==> config.mk <==
export PLATFORM = sky130hd
export DESIGN_NAME = cla_adder_pipe
export DESIGN_NICKNAME = d
export VERILOG_FILES = /design/src/rtl/cla_pkg.sv /design/src/rtl/cla_group.sv /design/src/rtl/cla_adder_pipe.sv
export SDC_FILE = /design/constraint.sdc
export NUM_CORES = 1
export LEC_CHECK = 0
export CAP_MARGIN = 20
export CORE_MARGIN = 1.5
export CORE_UTILIZATION = 36
export CTS_CLUSTER_DIAMETER = 200
export DETAILED_ROUTE_END_ITERATION = 8
export HOLD_SLACK_MARGIN = 0.08
export PLACE_DENSITY = 0.59
export SLEW_MARGIN = 10
export SYNTH_ARGS = -nofsm -noshare
export SYNTH_HDL_FRONTEND = slang
export SYNTH_SLANG_ARGS = --single-unit
==> constraint.sdc <==
create_clock -name clk -period 4.95 [get_ports clk]
set_clock_uncertainty 0.15 [all_clocks]
set_input_delay 0.99 -clock clk [delete_from_list [all_inputs] [get_ports clk]]
set_output_delay 0.99 -clock clk [all_outputs]
set_load 0.05 [all_outputs]
==> src/rtl/cla_pkg.sv <==
// Shared types and sizing helpers for the pipelined carry-lookahead adder.
//   gp_t      : group generate/propagate pair produced by each cla_group
//   slice_w   : bits resolved per pipeline stage (WIDTH / PIPE_DEPTH)
//   group_cnt : cla_group instances per stage (WIDTH / (BLK * PIPE_DEPTH))
package cla_pkg;

    typedef struct packed {
        logic g;
        logic p;
    } gp_t;

    function automatic int slice_w(input int width, input int depth);
        return width / depth;
    endfunction

    function automatic int group_cnt(input int width, input int blk, input int depth);
        return width / (blk * depth);
    endfunction

endpackage

==> src/rtl/cla_group.sv <==
// BLK-bit carry-lookahead group (purely combinational).
//   a, b   : group operand bits
//   cin    : carry into bit 0 of the group
//   s      : group sum bits
//   cout   : carry out of the group
//   gp     : group generate / propagate for the next lookahead level
//   c_msb  : carry into the group's top bit (feeds signed overflow)
module cla_group
    import cla_pkg::*;
#(
    parameter int BLK = 4
) (
    input  logic [BLK-1:0] a,
    input  logic [BLK-1:0] b,
    input  logic           cin,
    output logic [BLK-1:0] s,
    output logic           cout,
    output gp_t            gp,
    output logic           c_msb
);

    logic [BLK-1:0] g;
    logic [BLK-1:0] p;
    logic [BLK-1:0] c;

    assign g = a & b;
    assign p = a ^ b;

    // Every bit carry is formed straight from cin using the running
    // prefix (gacc, pacc) of the bits below it, so no carry waits on the
    // carry of its neighbour.
    always_comb begin
        logic gacc;
        logic pacc;
        c    = '0;
        gacc = 1'b0;
        pacc = 1'b1;
        for (int i = 0; i < BLK; i++) begin
            c[i] = gacc | (pacc & cin);
            gacc = g[i] | (p[i] & gacc);
            pacc = pacc & p[i];
        end
        gp.g = gacc;
        gp.p = pacc;
        cout = gacc | (pacc & cin);
    end

    assign s     = p ^ c;
    assign c_msb = c[BLK-1];

endmodule

==> src/rtl/cla_adder_pipe.sv <==
// Pipelined carry-lookahead adder/subtractor.
// The operands are cut into PIPE_DEPTH slices; stage k resolves slice k
// with the carry registered by stage k-1, so latency is PIPE_DEPTH cycles
// at one beat per cycle. Any output stall freezes the whole pipe.
//   clk, rst             : clock, asynchronous active-high reset
//   in_valid / in_ready  : operand handshake (in_ready = !stall)
//   a_in, b_in           : operands
//   c_in                 : carry in (ignored when subtracting)
//   sub_in               : 0 -> a+b+c_in, 1 -> a-b
//   out_valid/out_ready  : result handshake
//   sum_o, c_o, ovf_o    : result, carry out of MSB, signed overflow
module cla_adder_pipe
    import cla_pkg::*;
#(
    parameter int WIDTH      = 32,
    parameter int BLK        = 4,
    parameter int PIPE_DEPTH = 2
) (
    input  logic             clk,
    input  logic             rst,
    input  logic             in_valid,
    output logic             in_ready,
    input  logic [WIDTH-1:0] a_in,
    input  logic [WIDTH-1:0] b_in,
    input  logic             c_in,
    input  logic             sub_in,
    output logic             out_valid,
    input  logic             out_ready,
    output logic [WIDTH-1:0] sum_o,
    output logic             c_o,
    output logic             ovf_o
);

    localparam int SW = slice_w(WIDTH, PIPE_DEPTH);
    localparam int NG = group_cnt(WIDTH, BLK, PIPE_DEPTH);

    if (PIPE_DEPTH < 1 || BLK < 1 || (WIDTH % (BLK * PIPE_DEPTH)) != 0) begin : g_bad_cfg
        $fatal(1, "cla_adder_pipe: WIDTH must be a multiple of BLK*PIPE_DEPTH");
    end

    logic [PIPE_DEPTH:1] vld_pipe;
    logic                stall;
    logic                adv;
    logic                acc;
    logic [WIDTH-1:0]    b_eff;
    logic                cin_eff;

    // Only a full output stage that downstream refuses can stall; the
    // stall then backs up combinationally to in_ready.
    assign stall     = vld_pipe[PIPE_DEPTH] & ~out_ready;
    assign adv       = ~stall;
    assign in_ready  = adv;
    assign acc       = in_valid & adv;
    assign out_valid = vld_pipe[PIPE_DEPTH];

    // Subtraction is a + ~b + 1.
    assign b_eff   = sub_in ? ~b_in : b_in;
    assign cin_eff = sub_in | c_in;

    always_ff @(posedge clk or posedge rst) begin
        if (rst) begin
            vld_pipe <= '0;
        end else if (adv) begin
            vld_pipe[1] <= acc;
            for (int k = 2; k <= PIPE_DEPTH; k++) begin
                vld_pipe[k] <= vld_pipe[k-1];
            end
        end
    end

    for (genvar k = 0; k < PIPE_DEPTH; k++) begin : g_stage
        // b bits not yet consumed when entering this stage
        localparam int BW = (PIPE_DEPTH - k) * SW;

        logic             vin;
        logic [WIDTH-1:0] src_w;   // {a slices still to add, sum slices done}
        logic [BW-1:0]    src_b;   // remaining b slices, current one at bit 0
        logic             src_c;
        logic [WIDTH-1:0] w_d;
        logic [SW-1:0]    s_s;
        logic [NG-1:0]    cg;      // carry into each group
        logic [NG-1:0]    co_g;
        logic [NG-1:0]    cm_g;
        gp_t  [NG-1:0]    gp;
        logic [WIDTH-1:0] w_q;
        logic             c_q;

        if (k == 0) begin : g_src
            assign vin   = acc;
            assign src_w = a_in;
            assign src_b = b_eff;
            assign src_c = cin_eff;
        end else begin : g_src
            assign vin   = vld_pipe[k];
            assign src_w = g_stage[k-1].w_q;
            assign src_b = g_stage[k-1].g_bq.b_q;
            assign src_c = g_stage[k-1].c_q;
        end

        for (genvar j = 0; j < NG; j++) begin : g_grp
            cla_group #(.BLK(BLK)) u_grp (
                .a     (src_w[k*SW + j*BLK +: BLK]),
                .b     (src_b[j*BLK +: BLK]),
                .cin   (cg[j]),
                .s     (s_s[j*BLK +: BLK]),
                .cout  (co_g[j]),
                .gp    (gp[j]),
                .c_msb (cm_g[j])
            );
        end

        // Second lookahead level: each group carry comes straight from the
        // stage carry-in and the group g/p prefix below it.
        always_comb begin
            logic gacc;
            logic pacc;
            cg   = '0;
            gacc = 1'b0;
            pacc = 1'b1;
            for (int j = 0; j < NG; j++) begin
                cg[j] = gacc | (pacc & src_c);
                gacc  = gp[j].g | (gp[j].p & gacc);
                pacc  = pacc & gp[j].p;
            end
        end

        // The sum slice replaces the a slice it was computed from, so the
        // word becomes the finished sum by the last stage.
        always_comb begin
            w_d               = src_w;
            w_d[k*SW +: SW]   = s_s;
        end

        // Registers load only on a valid beat: bubbles leave stale data in
        // place and the output stage changes only when a result lands.
        always_ff @(posedge clk or posedge rst) begin
            if (rst) begin
                w_q <= '0;
                c_q <= 1'b0;
            end else if (adv && vin) begin
                w_q <= w_d;
                c_q <= co_g[NG-1];
            end
        end

        if (k < PIPE_DEPTH - 1) begin : g_bq
            logic [BW-SW-1:0] b_q;
            always_ff @(posedge clk or posedge rst) begin
                if (rst) begin
                    b_q <= '0;
                end else if (adv && vin) begin
                    b_q <= src_b[BW-1:SW];
                end
            end
        end

        if (k == PIPE_DEPTH - 1) begin : g_ovf
            logic ovf_q;
            always_ff @(posedge clk or posedge rst) begin
                if (rst) begin
                    ovf_q <= 1'b0;
                end else if (adv && vin) begin
                    ovf_q <= cm_g[NG-1] ^ co_g[NG-1];
                end
            end
        end
    end

    assign sum_o = g_stage[PIPE_DEPTH-1].w_q;
    assign c_o   = g_stage[PIPE_DEPTH-1].c_q;
    assign ovf_o = g_stage[PIPE_DEPTH-1].g_ovf.ovf_q;

endmodule
==> results by group <==
Route
  • Via density per instance: roughly 4.7
  • Post-detailed-route count of antenna-violating nets: 0
  • Vias: 3579
  • Total length of routed wires: roughly 10000 um
  • 1st-iter DRT viols: ~150
  • WL/cell: between 10 and 15 um
  • Detailed Routing Iterations Pass 1: 4
  • Drc violations: 0

Clock tree
  • # Post-CTS Setup Buffers: 0
  • Clk Latency, worst-skew pair: 0.33 ns
  • Clock Tree Root: clkbuf_16
  • Longest Clk Path Bufs: 2
  • Clk slew on worst S/H paths: 0.05 ns
  • # H-tree levels: 3
  • CTS tree: done
  • Count of cells resized by post-cts repair: 0
  • CTS Buf Count: 9
  • Hold_buf cts: 0
  • Clock sinks: 85

Critical path
  • Worst Path Max Fanout: 7
  • Critical path capture point type: primary output
  • Worst endpoint required time: 3.81 ns
  • CP Launch Type: input pin
  • R2r startpoint: g_stage[0].w_q[21]
  • RR Endpoint: sum_o[29]
  • Reg-to-reg slack, setup: 2.28 ns
  • Critical path class: in2out
  • Crit path from: out_ready
  • Arr. time, crit path: 2.65 ns
  • R2r worst-path depth: 9

Global route
  • Largest net degree at the start of global routing: 61
  • GRT overflow: 0
  • Initial antenna violation count: 0
  • Global-route total usage across every layer: 0.158
  • Vias in the first global route: 3823
  • First-pass GRT wire length: 18000 um

STA
  • Max_slew headroom: 0.483
  • RSZ-0062 raised after global routing: false
  • Fin. max-slew vios: 0
  • Max Clock Freq: 264 MHz
  • Final min period: 3.79 ns
  • Final Setup Violations: 0
  • Worst slew pin tran: 0.773 ns
  • Final worst-path cycle share: 0.765
  • Final Hold Viols: 0
  • Setup TNS: 0 ns

Yosys
  • Async SR Flop Fraction: 1.00
  • Cell variety after synth: 49
  • Top-area cell type share of the netlist area: 0.446
  • Register area share after synthesis: 0.446
  • Syn Inst Count: 476
  • Ranking of synthesized cells by area: dfrtp_1 45%, nand2_1 8.4%, ha_1 8.4%, mux2_2 4.5%, xnor2_1 4.2%
  • Post-synth EDFFs: 0
  • Synth Register Bits: 85
  • Yosys warnings: 0
  • Syn Area/Cell: 10.0 um^2
  • Synth Cell Area: about 0.0048 mm^2
  • Syn nets: 586
  • Yosys top cell by area: dfrtp_1
  • Ys flop type: dfrtp_1

Die
  • Die H: 118 um
  • Row Count: 41
  • Die Wd: 118 um
  • Io pins: 106
  • Initial core utilization: 0.374
  • Core ar.: between 0.01 and 0.015 mm^2
  • Die area: 0.0140 mm^2

Layout
  • Most common cell after layout, fill and taps aside: nand2_1
  • Fillers: approximately 1200
  • Antenna diodes: 0
  • Reg area: approximately 0.0021 mm^2
  • Multi-input logic area: 0.00251 mm^2
  • Most frequent cells in the layout: 105 x nand2_1, 104 x clkdlybuf4s50_1, 85 x dfrtp_1, 36 x o21ai_0, 32 x ha_1
  • Final cell count without fillers: 754
  • Fin nets: 687
  • Share of post-route cells with drive strength above 1: 0.101
  • P&R area growth vs syn: 32.5%

Worst hold path
  • Hold Startpoint: g_stage[0].w_q[8]
  • Hold endpoint: sum_o[8]
  • Hold Path Class: reg2reg
  • WHS Path Cells: 2

Power and ir drop
  • Sw Share: 0.403
  • Logic gate share of total power: 0.453
  • Int Power: 1.88 mW
  • Max VDD drop: 182 uV
  • Clk network pwr share: 0.219
  • Power Dens Cells: 499 mW/mm^2
  • Part of the power in registers: 0.327
  • NetSw: approximately 1.3 mW
  • Leakage power: about 2.9 nW

Place
  • Placed insts: 737
  • Routability cong.: around 0.84
  • I/O Buffers: 105
  • Post-detail-place hpwl: 7750 um

Run status
  • Outcome: finished, final reports clean

Flow run
  • MaxCap Viol Count: 0
[routing by layer]
metal	up-vias	wire, um	track usage
li1	1830	-	-
met5	-	0	0
met3	13	490	0.0386
met2	78	4760	0.267
met4	0	139	0.0511
met1	1658	4880	0.199
[Yosys cell counts (2+ instances only)]
cell type / number
xor2_1: 22
nand2_1: 107
o211ai_2: 2
mux2_2: 19
a21o_1: 12
nor3_1: 7
o31ai_1: 5
inv_1: 11
a21oi_1: 15
and3_1: 4
ha_1: 32
nand3_1: 12
nand4_1: 5
o21ai_1: 5
buf_2: 9
a21oi_2: 2
nand2b_1: 3
o21ai_0: 36
dfrtp_1: 85
xnor2_1: 23
nor2_1: 10
o21a_1: 3
mux2i_1: 2
clkbuf_1: 8
buf_1: 3
fa_1: 8
a211oi_1: 2
and2_1: 3
[power by group through the flow]
| stage | combinational (mW) | clock (mW) | sequential [mW] |
|---|---|---|---|
| after floorplan | 0.564 | 0 | 1.45 |
| after global placement | 1.42 | 0 | 1.04 |
| after detailed placement | 1.44 | 0 | 1.05 |
| after CTS | 1.44 | 0.715 | 1.04 |
| after global routing | 1.56 | 0.741 | 1.07 |
| final | 1.43 | 0.692 | 1.03 |
[cell families after synthesis]
kind of cell | share of synthesized area
and+or+nand+nor | 0.140
buffers and inverters | 0.0291
muxes | 0.0490
DFF | 0.446
adders and majority gates | 0.117
AOI/OAI and AO/OA | 0.137
xor gates and xnor gates | 0.0826
[per-stage QoR]
step	utilization	instance area, um^2	worst slack, ns	power [mW]	hold slack [ns]
after global routing	0.495	6330	1.03	3.36	0.339
after CTS	0.494	6310	1.16	3.20	0.320
final	0.495	6330	1.16	3.15	0.318
after floorplan	-	4770	1.37	2.02	0.283
after detailed placement	0.469	5990	1.01	2.49	0.309
after global placement	0.469	5990	1.07	2.46	0.296
[critical path: stages]
cell             delay (ns)
clkdlybuf4s50_1        0.45
nand2b_1               0.31
clkdlybuf4s50_1        0.89
[state kept, by name, indices dropped and copies added, names as in the netlist]
| name | cells |
|---|---|
| vld_pipe | 2 |
| sum_o | 32 |
| g_stage.c_q | 1 |
| c_o | 1 |
| g_stage.g_bq.b_q | 16 |
| g_stage.w_q | 32 |
| ovf_o | 1 |
[how the worst max path moves through the flow]
stage	to	slack (ns)	depth (start not counted)
floorplan	g_stage[0].w_q[12]	1.37	12
global placement	g_stage[0].w_q[12]	1.07	11
detailed placement	g_stage[0].w_q[12]	1.01	11
CTS	in_ready	1.16	3
global route	g_stage[0].w_q[13]	1.03	12
finish	in_ready	1.16	3
[area by class of cell]
cell class / instances / area share
multi-input cells: 359 / 0.397
flip-flops and latches: 85 / 0.336
repair buffers: 111 / 0.176
clock buffers: 13 / 0.0427
well taps: 172 / 0.0340
clock inverters: 3 / 0.00672
inverters: 11 / 0.00672
No activity file was read; power rests on OpenSTA's default activity.
==> RTL edit, RTL diff (same flow settings) <==
The parameter `WIDTH` goes from 32 to 64.
--- a/src/rtl/cla_adder_pipe.sv
+++ b/src/rtl/cla_adder_pipe.sv
@@ -14,3 +14,3 @@
 #(
-    parameter int WIDTH      = 32,
+    parameter int WIDTH      = 64,
     parameter int BLK        = 4,
Ports: changed (resized a_in, b_in and sum_o); port bits go from 106 to 202. The function was not compared with the original's and may differ.
==> RTL edit against the original RTL <==
Sequential cell count rose by 80. Setup slack got worse by 0.12 ns. Wire length rose by 100%. Register-to-register slack got worse by 0.94 ns. Power rose by 100%. Global-route usage rose by 0.80 points. Area after synthesis rose by 90%. Design area rose by 90%. Critical path type is now in -> reg. Critical endpoint is now g_stage[0].w_q[29]. Highest routed layer is now met5.
==> RTL edit: results (changes against the original RTL) <==
status = completed
Setup Fix Bufs, Post-CTS = 0 (unchanged)
ranking of synthesized cells by area = dfrtp_1 (45%), mux2_2 (9.3%), ha_1 (8.8%)
H-tree depth = 4 (+1)
Compound-Gate Fraction of Synth Area = 0.124 (-0.0131)
via count = 6,474 (+81%)
Peak VDD IR = 0.000260 V (+43%)
DP Area = 0.0115 mm² (+92%)
Num CTS Buffers = 17 (+8)
number of non-clock inverters = 21 (+10)
Hold Path Sink = g_stage[0].w_q[2]
Max stage delay on crit path = 0.41 ns (-0.48 ns)
min cycle time layout = 3.91 ns (+0.118 ns)
Crit path max-delay family = compound AO/OA/AOI/OAI gates
Worst R2R End = sum_o[48]
synthesized netlist net count = 1,049 (+79%)
Slew headroom = 0.353 (-0.130)
post-DP HPWL = 15,600 µm (+100%)
Tot GR Track Use = 0.166 (+0.00797)
adder-cell area share of the yosys netlist = 0.123 (+0.00593)
comb_multi_in = 615 (+71%)
DP Worst Slack = 0.592 ns (-0.414 ns)
flop2flop setup slack = 1.34 ns (-0.94 ns)
first-pass GRT wire length = 34,300 µm (+91%)
Critical Path AT = 4.08 ns (+1.43 ns)
vias in the first global route = 6,783 (+77%)
clk sink count = 165 (+94%)
multiplexer share of the synthesized area = 0.0940 (+0.0450)
CTS clock-pin slew for the worst setup and hold paths = 0.07 ns (+0.02 ns)
largest net degree at the start of global routing = 88 (+44%)
clock buffer count = 18 (+5)
nets = 1,244 (+81%)
initial antenna violation count = 3 (+3)
# port buffers = 201 (+91%)
Placer Congestion = 0.803 (-4.3%)
number of detailed-route iterations in the first pass = 6 (+2)
XOR/XNOR Fraction of Synth Area = 0.106 (+0.0234)
cells on worst reg2reg path = 11 (+2)
synth cell count leaders = dfrtp_1 (165), nand2_1 (107), o21ai_0 (78), mux2_2 (75), ha_1 (64)
share of cells above drive strength 1 = 0.126 (+0.0242)
clk cell area share = 0.0457 (-0.00372)
bufs w/o clock = 210 (+89%)
filler cell count = 2,304 (+91%)
cell area after layout = 0.0120 mm² (+90%)
Yosys warnings = 0 (unchanged)
crit-path max FO = 5 (-2)
hold path start = g_stage[0].w_q[2]
antenna diode count = 1 (+1)
register area share after synthesis = 0.454 (+0.00875)
Skew-Pair Late Insertion Delay = 0.42 ns (+0.09 ns)
initial DRC count = 220 (+51%)
Non-clock buffers, area share = 0.175 (-0.00182)
Seq. cell area = 0.00413 mm² (+94%)
hold slack = 0.324 ns (+0.00613 ns)
Unique masters post-synth = 47 (-4.1%)
Crit Reg-Reg Startpoint = g_stage[0].w_q[32]
fraction of area in multi-input gates = 0.396 (-0.00118)
Leak Pwr = 5.30 nW (+86%)
RTL edit: routing by layer:
| metal | global-route usage | wire length (µm) | up-vias |
|---|---|---|---|
| met5 | 0 | 11 | - |
| met4 | 0.0367 | 147 | 2 |
| met3 | 0.0641 | 1650 | 16 |
| met2 | 0.273 | 9820 | 155 |
| met1 | 0.208 | 9230 | 3032 |
| li1 | - | - | 3269 |
RTL edit: through the flow:
stage,instances,power [mW],utilization
2_1_floorplan,835,4.12,-
3_3_place_gp,1335,5.10,0.468
5_1_grt,1368,6.74,0.491
4_1_cts,1367,6.42,0.491
6_report,1368,6.34,0.491
3_5_place_dp,1335,5.13,0.468
RTL edit: power by group:
part / internal (mW) / switching [mW] / leakage, nW
registers: 1.80 / 0.253 / 2.00
logic: 1.20 / 1.82 / 3.03
clock network: 0.669 / 0.595 / 0.271
RTL edit: cells by family after synthesis:
kind of cell | Yosys count
adders and majority gates | 80
and+or+nand+nor | 159
AOI/OAI and AO/OA | 190
DFF | 165
xor gates and xnor gates | 110
buffers and inverters | 55
muxes | 76
RTL edit: worst max path at each step:
stage / from / endpoint / depth (start not counted)
floorplan: sub_in / g_stage[0].w_q[29] / 14
global placement: b_in[1] / g_stage[0].w_q[29] / 13
detailed placement: b_in[1] / g_stage[0].w_q[29] / 13
CTS: b_in[1] / g_stage[0].w_q[29] / 13
global route: b_in[1] / g_stage[0].w_q[29] / 13
finish: b_in[1] / g_stage[0].w_q[29] / 13
RTL edit: worst min-delay path, delay by kind of cell (launching register included):
kind | cells | cell delay [ns]
and+or+nand+nor | 1 | 0.04
AOI/OAI and AO/OA | 1 | 0.05
DFF | 1 | 0.34
